$ cat src/rtl/mem_cof_arb.sv
// Coefficient SRAM arbiter: shares one single-port SRAM among NUM_CH requesters
// and routes each read's data back to its issuer through a tag pipeline.
module mem_cof_arb #(
    parameter int DATA_WIDTH = 32,
    parameter int ADDR_WIDTH = 12,
    parameter int NUM_CH     = 4,
    parameter int RD_LATENCY = 1
) (
    input  logic                         clk,
    input  logic                         rst_n,
    input  logic                         arb_en,
    input  logic                         sys_pri,
    input  logic [NUM_CH-1:0]            ch_req,
    input  logic [NUM_CH-1:0]            ch_wr,
    input  logic [NUM_CH*ADDR_WIDTH-1:0] ch_addr,
    input  logic [NUM_CH*DATA_WIDTH-1:0] ch_wdata,
    output logic [NUM_CH-1:0]            ch_gnt,
    output logic [NUM_CH-1:0]            ch_rvalid,
    output logic [DATA_WIDTH-1:0]        ch_rdata,
    output logic                         mem_cen_n,
    output logic                         mem_wen_n,
    output logic [ADDR_WIDTH-1:0]        mem_addr,
    output logic [DATA_WIDTH-1:0]        mem_wdata,
    input  logic [DATA_WIDTH-1:0]        mem_rdata
);
    localparam int ID_W   = $clog2(NUM_CH);
    localparam int PIPE_D = RD_LATENCY + 1;

    logic [ADDR_WIDTH-1:0] w_addr  [NUM_CH];
    logic [DATA_WIDTH-1:0] w_wdata [NUM_CH];

    genvar gi;
    generate
        for (gi = 0; gi < NUM_CH; gi++) begin : g_unpack
            assign w_addr[gi]  = ch_addr[gi*ADDR_WIDTH +: ADDR_WIDTH];
            assign w_wdata[gi] = ch_wdata[gi*DATA_WIDTH +: DATA_WIDTH];
        end
    endgenerate

    logic [ID_W-1:0]       r_rr_ptr;
    logic                  r_cen_n;
    logic                  r_wen_n;
    logic [ADDR_WIDTH-1:0] r_addr;
    logic [DATA_WIDTH-1:0] r_wdata;
    logic [PIPE_D-1:0]     r_tag_vld;
    logic [ID_W-1:0]       r_tag_id [PIPE_D];
    logic [NUM_CH-1:0]     r_rvalid;
    logic [DATA_WIDTH-1:0] r_rdata;

    logic                  w_gnt_any;
    logic [ID_W-1:0]       w_gnt_id;
    logic [ID_W-1:0]       w_cand;
    logic                  w_gnt_rd;
    int                    w_sum;

    // Candidate order is index order in fixed-priority mode, otherwise a
    // rotation starting at the round-robin pointer; first requester wins.
    always_comb begin
        w_gnt_any = 1'b0;
        w_gnt_id  = '0;
        w_cand    = '0;
        w_sum     = 0;
        if (rst_n && arb_en) begin
            for (int k = 0; k < NUM_CH; k++) begin
                if (sys_pri) begin
                    w_sum = k;
                end else begin
                    w_sum = int'(r_rr_ptr) + k;
                    if (w_sum >= NUM_CH) w_sum = w_sum - NUM_CH;
                end
                w_cand = ID_W'(w_sum);
                if (!w_gnt_any && ch_req[w_cand]) begin
                    w_gnt_any = 1'b1;
                    w_gnt_id  = w_cand;
                end
            end
        end
    end

    always_comb begin
        ch_gnt = '0;
        if (w_gnt_any) ch_gnt[w_gnt_id] = 1'b1;
    end

    assign w_gnt_rd = w_gnt_any & ~ch_wr[w_gnt_id];

    always_ff @(posedge clk or negedge rst_n) begin
        if (!rst_n) begin
            r_rr_ptr  <= '0;
            r_cen_n   <= 1'b1;
            r_wen_n   <= 1'b1;
            r_addr    <= '0;
            r_wdata   <= '0;
            r_tag_vld <= '0;
            for (int i = 0; i < PIPE_D; i++) r_tag_id[i] <= '0;
            r_rvalid  <= '0;
            r_rdata   <= '0;
        end else begin
            if (w_gnt_any) begin
                r_rr_ptr <= (w_gnt_id == ID_W'(NUM_CH - 1)) ? '0 : w_gnt_id + ID_W'(1);
                r_cen_n  <= 1'b0;
                r_wen_n  <= ~ch_wr[w_gnt_id];
                r_addr   <= w_addr[w_gnt_id];
                r_wdata  <= w_wdata[w_gnt_id];
            end else begin
                r_cen_n  <= 1'b1;
                r_wen_n  <= 1'b1;
            end
            // Writes enter the pipe as bubbles so returns stay aligned with issue order.
            r_tag_vld   <= {r_tag_vld[PIPE_D-2:0], w_gnt_rd};
            r_tag_id[0] <= w_gnt_id;
            for (int i = 1; i < PIPE_D; i++) r_tag_id[i] <= r_tag_id[i-1];
            r_rvalid <= '0;
            if (r_tag_vld[PIPE_D-1]) begin
                r_rvalid[r_tag_id[PIPE_D-1]] <= 1'b1;
                r_rdata                      <= mem_rdata;
            end
        end
    end

    assign mem_cen_n = r_cen_n;
    assign mem_wen_n = r_wen_n;
    assign mem_addr  = r_addr;
    assign mem_wdata = r_wdata;
    assign ch_rvalid = r_rvalid;
    assign ch_rdata  = r_rdata;
endmodule
$ cat config.mk
export PLATFORM = sky130hd
export DESIGN_NAME = mem_cof_arb
export DESIGN_NICKNAME = d
export VERILOG_FILES = /design/src/rtl/mem_cof_arb.sv
export SDC_FILE = /design/constraint.sdc
export NUM_CORES = 1
export LEC_CHECK = 0
export CELL_PAD_IN_SITES_DETAIL_PLACEMENT = 0
export CELL_PAD_IN_SITES_GLOBAL_PLACEMENT = 1
export CORE_ASPECT_RATIO = 0.6
export CORE_MARGIN = 2
export CORE_UTILIZATION = 31
export DETAILED_ROUTE_END_ITERATION = 6
export GPL_TIMING_DRIVEN = 0
export PLACE_DENSITY_LB_ADDON = 0.1
export SETUP_SLACK_MARGIN = 0.4
export SKIP_LAST_GASP = 1
export SLEW_MARGIN = 20
export SYNTH_ARGS = -nofsm -noshare
export SYNTH_HDL_FRONTEND = slang
export SYNTH_SLANG_ARGS = --single-unit
$ cat constraint.sdc
create_clock -name clk -period 6.5 [get_ports clk]
set_clock_uncertainty 0.15 [all_clocks]
set_input_delay 0.975 -clock clk [delete_from_list [all_inputs] [get_ports clk]]
set_output_delay 0.975 -clock clk [all_outputs]
set_load 0.005 [all_outputs]
==> results.md <==
* Status: finished clean
* First-pass GRT wire length at between 30,000 and 40,000 um
* Wirelength per Cell at approximately 22 um
* Core area at 18,100 um^2
* Post-synth cell types at 50
* Critical path depth at 10
* Dpl hpwl at 19,700 um
* TritonCTS clock tree: yes
* Final hold vios at 0
* Iteration-0 DRC Markers at between 500 and 600
* Clock Latency Late Sink at around 350 ps
* Slew margin rel. at approximately a third
* Congestion Overflow GR at 0
* Final Max Tran Viols at 0
* Mapped Area at 5730 um^2
* DRC at 0
* Max-cap violation count at 0
* Vias in the first global route at roughly 6,600
* Syn Inst Count at 584
* Fmax achieved at 185 MHz
* Total CTS buffers at 9
* Commonest non-fill, non-tap cell in the layout: clkdlybuf4s50_1
* Yosys reg bits at 90
* Family with the most delay on the worst path: buffers and inverters
* Die area at between 15,000 and 20,000 um^2
* Net count after synthesis at 805
* Initial antenna violation count at 1
* Area delta synth->final at 63.9%
* Final Routed Wirelength at about 25,000 um
* Worst endpoint required time at about 5400 ps
* Synthesis Warnings at 0
* Commonest non-fill, non-tap cells in the layout: clkdlybuf4s50_1, dfrtp_1, clkbuf_1
* Total iterations of the first detailed-routing run at 5
* CP cell instances: buf_6, nand2_1, a211o_1, a221oi_4, a31oi_2, buf_2, buf_2, ha_1, and2_1, clkdlybuf4s50_1
* Worst path buffer plus inverter count at 4
* Syn Area/Cell at about 10 um^2
* Routability cong. at 0.896
* Final period util at 83.3%
* Ports at 306
* Final hold slack at 200 ps
* Area of the multi-input gates at between 2000 and 3000 um^2
* Final ANT Viol Nets at 0
* Sequential area share after synthesis at 39.4%
* Minimum clock period at 5410 ps
* Root Driver: clkbuf_16
* Post-CTS Hold Buffers at 0
* Die X at 180 um
* Vias at 6,474
* Cell area power density at 271 nW/um^2
* Clock tree buffer depth at 2
* GRT Util Overall at 25.2%
* CP startpoint kind: primary input
* R2R depth at 9
* Worst path arrival time at 4290 ps
* Setup violations, final at 0
* Area taken by flip-flops and latches at 2250 um^2
* Initial Util at 31.7%
* Largest net degree at the start of global routing at 54
* CTS sink count at 90
* CP Capture Type: primary output
* Static Leak at 3.41 nW
* Reg clk slew, reported paths at 70 ps
* Hold Path Class: register to register
* Via density at 5.66
* Rows at 38
* Worst-margin pin slew at 1010 ps
* Crit-path max FO at 53
* H-tree level count at 3
* Max IR drop VDD at 124 uV
* Post-synth EDFFs at 0
* Layout cells sized above 1 at about a tenth
* Die height at 109 um
* RSZ-0062 raised after global routing: false
* Top FF cell, synth: dfrtp_1
* Hold Path Cell Cnt at 0
* CP max stage cell: a221oi_4
* Setup CP Type: primary input to primary output
* Post-CTS setup buffer count at 0
* Most used cell, CP: buf_2
* Post-CTS resize count at 0
* Filler cell count at 1,661
* Port buffer count at approximately 300
* Crit path largest cell delay at 710 ps
* Post-Route Setup TNS at 0 ps
* Nets at 1,118
* Post-synth ARST share at 100%
[report_power, final]
part | internal (mW) | switching (mW) | leakage (nW)
clock network | 0.309 | 0.256 | 0.156
registers | 0.738 | 0.105 | 1.04
logic | 0.622 | 0.512 | 2.22
total | 1.67 | 0.873 | 3.41
[sequential cells by signal, indices dropped and copies added (netlist names)]
name and count:
ch_rdata 32, ch_rvalid 4, mem_addr 12, mem_cen_n 1, mem_wdata 32, mem_wen_n 1
r_rr_ptr 2, r_tag_id 4, r_tag_vld 2
[synth_stat cells (2+ instances only)]
library cell	number	area share, %
buf_2	23	2.0
nor4_1	44	4.8
buf_1	3	0.20
nor2b_1	3	0.33
dfrtp_1	88	38
and3b_1	2	0.31
mux2i_1	4	0.70
mux2_2	32	6.3
a31oi_2	2	0.44
nor3_1	44	3.8
nand2_1	7	0.46
o21ai_0	2	0.17
dfstp_2	2	0.92
inv_1	44	2.9
a211oi_1	44	5.8
a311o_1	45	7.9
or2_1	2	0.22
buf_4	4	0.52
and2_1	3	0.33
o32ai_1	44	6.7
buf_6	3	0.59
inv_2	3	0.20
nor2_1	9	0.59
nand3b_1	3	0.39
o21ba_2	2	0.35
nor4b_1	2	0.31
clkbuf_1	53	3.5
nor3b_1	2	0.26
a311oi_1	44	6.7
[layer usage]
metal / track usage, % / up-vias / share of wire (%)
li1: - / 2994 / -
met1: 35.8 / 3147 / 46
met2: 39.0 / 310 / 44
met5: 0 / - / 0
met4: 6.16 / 0 / 1.3
met3: 5.90 / 23 / 8.4
[final timing paths]
| kind | start | endpoint | slack, ps |
|---|---|---|---|
| worst max-delay path | rst_n | ch_gnt[0] | 1090 |
| worst min-delay path | r_tag_vld[0] | r_tag_vld[1] | 200 |
| worst max register to register | r_rr_ptr[0] | mem_wdata[25] | 3090 |
| worst min register to register | r_tag_vld[0] | r_tag_vld[1] | 200 |
| max in group asynchronous | rst_n | mem_wdata[17] | 5190 |
| min in group asynchronous | rst_n | ch_rdata[27] | 410 |
[cell type report]
class	instances	area share, %
buffer	87	4.20
clock buffer	9	2.40
multi-input combinational	360	30.9
tap	240	3.20
sequential	90	24.0
inverter	47	1.88
antenna	1	0.0266
timing repair buffer	302	32.4
clock inverter	7	0.986
[worst register-to-register path: stages (launching register included)]
cell	delay (ps)
dfrtp_1	320
buf_2	200
nor2b_1	230
mux2i_1	170
o22ai_2	510
clkbuf_1	600
clkbuf_1	410
a311oi_1	150
a211oi_1	430
nor3_1	100
[stage by stage]
step                      instance area (um^2)  worst slack (ps)  utilization [%]  total power, mW  cells
after floorplan                           5730              2560                -             1.29    584
after global placement                    9040             -3160             50.0             1.95   1125
after detailed placement                  9070              1090             50.2             1.98   1126
after CTS                                 9390              1080             52.0             2.55   1142
after global routing                      9390               876             52.0             2.68   1143
final                                     9390              1090             52.0             2.54   1143
[cells by family (layout without fill, tap and decap cells)]
logic type	after synthesis	count (layout)	share of synthesized area [%]
compound gates	195	195	30.4
fa+ha+maj	1	1	0.218
buf+inv	134	452	9.96
flops	90	90	39.4
mux	37	37	7.38
other cells	0	1	0
simple gates	127	127	12.7
No activity file was read; power rests on OpenSTA's default activity.
==> edit: new RTL, config.mk and constraints unchanged <==
Change the parameter `ADDR_WIDTH` from 12 to 11.
--- a/src/rtl/mem_cof_arb.sv
+++ b/src/rtl/mem_cof_arb.sv
@@ -2,7 +2,7 @@
 // and routes each read's data back to its issuer through a tag pipeline.
 module mem_cof_arb #(
     parameter int DATA_WIDTH = 32,
-    parameter int ADDR_WIDTH = 12,
+    parameter int ADDR_WIDTH = 11,
     parameter int NUM_CH     = 4,
     parameter int RD_LATENCY = 1
 ) (
Interface: changed (resized ch_addr and mem_addr); port bits go from 306 to 301. The function was not compared with the original's and may differ.
==> edit against the original RTL <==
Combinational power increased by 5%; sequential power grew 2%; sequential cell count decreased by 1; wire length down 12%; count of clock-buffer cells in the layout grew 1; worst setup slack worse by 0.062 ns; total power increased by 1.4%; design area is 2.7% lower; non-clock buffer count is 28 lower; clock power down 6.9%; area after synthesis is 3.7% lower; critical path type unchanged; largest cell class unchanged; highest routed layer is now met5.
==> edit: results (changes against the original RTL) <==
Hold Slack 0.205 ns (was 0.200 ns); worst hold start r_tag_id[3] (was r_tag_vld[0]); Cell Area, Placed 8830 µm² (was 9070 µm²); CP startpoint sys_pri (was rst_n); post-cts resize count 0 (unchanged); met2 Usage GRT 38.3% (was 39.0%); GRT Total Usage 23.5% (was 25.2%); synthesized area per cell 10.1 µm² (was 9.81 µm²); status finished, final reports clean (unchanged); via/cell ratio 5.31 (was 5.66); r2r endpoint mem_addr[1] (was mem_wdata[25]); via count 5,826 (was 6,474); Leakage Power 0.00354 µW (was 0.00341 µW); Synth area leaders dfrtp_1, mux2i_1, o221ai_1 (was dfrtp_1, a311o_1, a311oi_1); CP Max Fanout 10 (was 53); slew at the pin closest to its max-slew limit 1.05 ns (was 1.01 ns); syn_nets 764 (was 805); Fillers 1,563 (was 1,661); synth unique cells 49 (was 50); vias in the first global route 6,258 (was 6,580); initial DRC count 314 (was 553); DP Cell Count 1,081 (was 1,126); n_diodes 0 (was 1); GP Congestion 0.797 (was 0.896); Peak VDD IR 0.169 mV (was 0.124 mV); met3 Use GR 5.47% (was 5.90%); first-pass GRT wire length 34,600 µm (was 38,100 µm); largest net degree at the start of global routing 53 (was 54); met1 Use GR 32.0% (was 35.8%); Hold EP r_tag_id[1] (was r_tag_vld[1]); Place WS 0.792 ns (was 1.09 ns); port bufs 299 (was 301); reg2reg setup slack 3.13 ns (was 3.09 ns); drt total wl 22,100 µm (was 25,200 µm); Crit path arrival time 4.35 ns (was 4.29 ns); top post-synthesis cells by count dfrtp_1, nand2_1, mux2i_1 (was dfrtp_1, clkbuf_1, a311o_1); CTS Buf Count 9 (unchanged); Async SR Flop Fraction 100% (unchanged); post-DP HPWL 17,000 µm (was 19,700 µm); share of layout cells above drive strength 1 9.27% (was 10.6%); r2r worst-path depth 8 (was 9); sequential fraction of the synthesis area 40.4% (was 39.4%)
## edit: changes by cell type after synthesis, sizes merged, moves of 44 or more
cell    change
a311oi     -44
a311o      -45
nand2      +45
o21ai      +44
nor4       -44
mux2i      +44
o32ai      -45
## edit: how the worst max path moves through the flow
stage / to / slack, ns
6_report: ch_gnt[0] / 1.03
5_1_grt: ch_gnt[0] / 0.81
4_1_cts: ch_gnt[0] / 0.75
3_5_place_dp: ch_gnt[0] / 0.79
3_3_place_gp: ch_gnt[0] / -1.96
2_1_floorplan: ch_gnt[0] / 2.44
## edit: metal layers
metal / vias to the layer above / routed length, µm
met2: 232 / 10100
met3: 32 / 1540
li1: 2730 / -
met5: - / 13
met1: 2830 / 10000
met4: 2 / 412
## edit: final cells by class
class | count | area [µm²] | share of cell area [%]
buffer | 61 | 305 | 3.34
clock buffer | 10 | 229 | 2.51
clock inverter | 6 | 61.3 | 0.671
inverter | 6 | 22.5 | 0.247
multi-input combinational | 391 | 2970 | 32.5
sequential | 89 | 2230 | 24.4
tap | 234 | 293 | 3.21
timing repair buffer | 300 | 3020 | 33.1
## edit: metrics by stage
stage | utilization, % | total power, µW
detailed placement | 51.1 | 2060
CTS | 52.8 | 2600
global route | 52.9 | 2750
finish | 52.9 | 2580
floorplan | - | 1360
global placement | 51.0 | 2030
## edit: report_power, final
part	total [µW]	switching, µW	internal (µW)
Sequential	861	110	751
Clock	526	256	270
Combinational	1190	487	703
Total	2580	854	1720
## edit: critical path: stages
cell             delay [ns]
clkdlybuf4s50_1        0.65
nor2b_1                0.10
buf_2                  0.22
o221ai_1               0.68
inv_1                  0.12
nand2_2                0.14
a21o_1                 0.17
clkbuf_1               0.42
ha_1                   0.22
and2_1                 0.14
clkdlybuf4s50_1        0.50
## edit: cell families (layout without fill, tap and decap cells)
group,after synthesis,count (layout),synth area share (%)
compound gates,189,189,26.9
buf+inv,67,383,5.94
fa+ha+maj,1,1,0.227
xor+xnor,1,1,0.159
mux,80,80,15.2
simple gates,120,120,11.1
flops,89,89,40.4
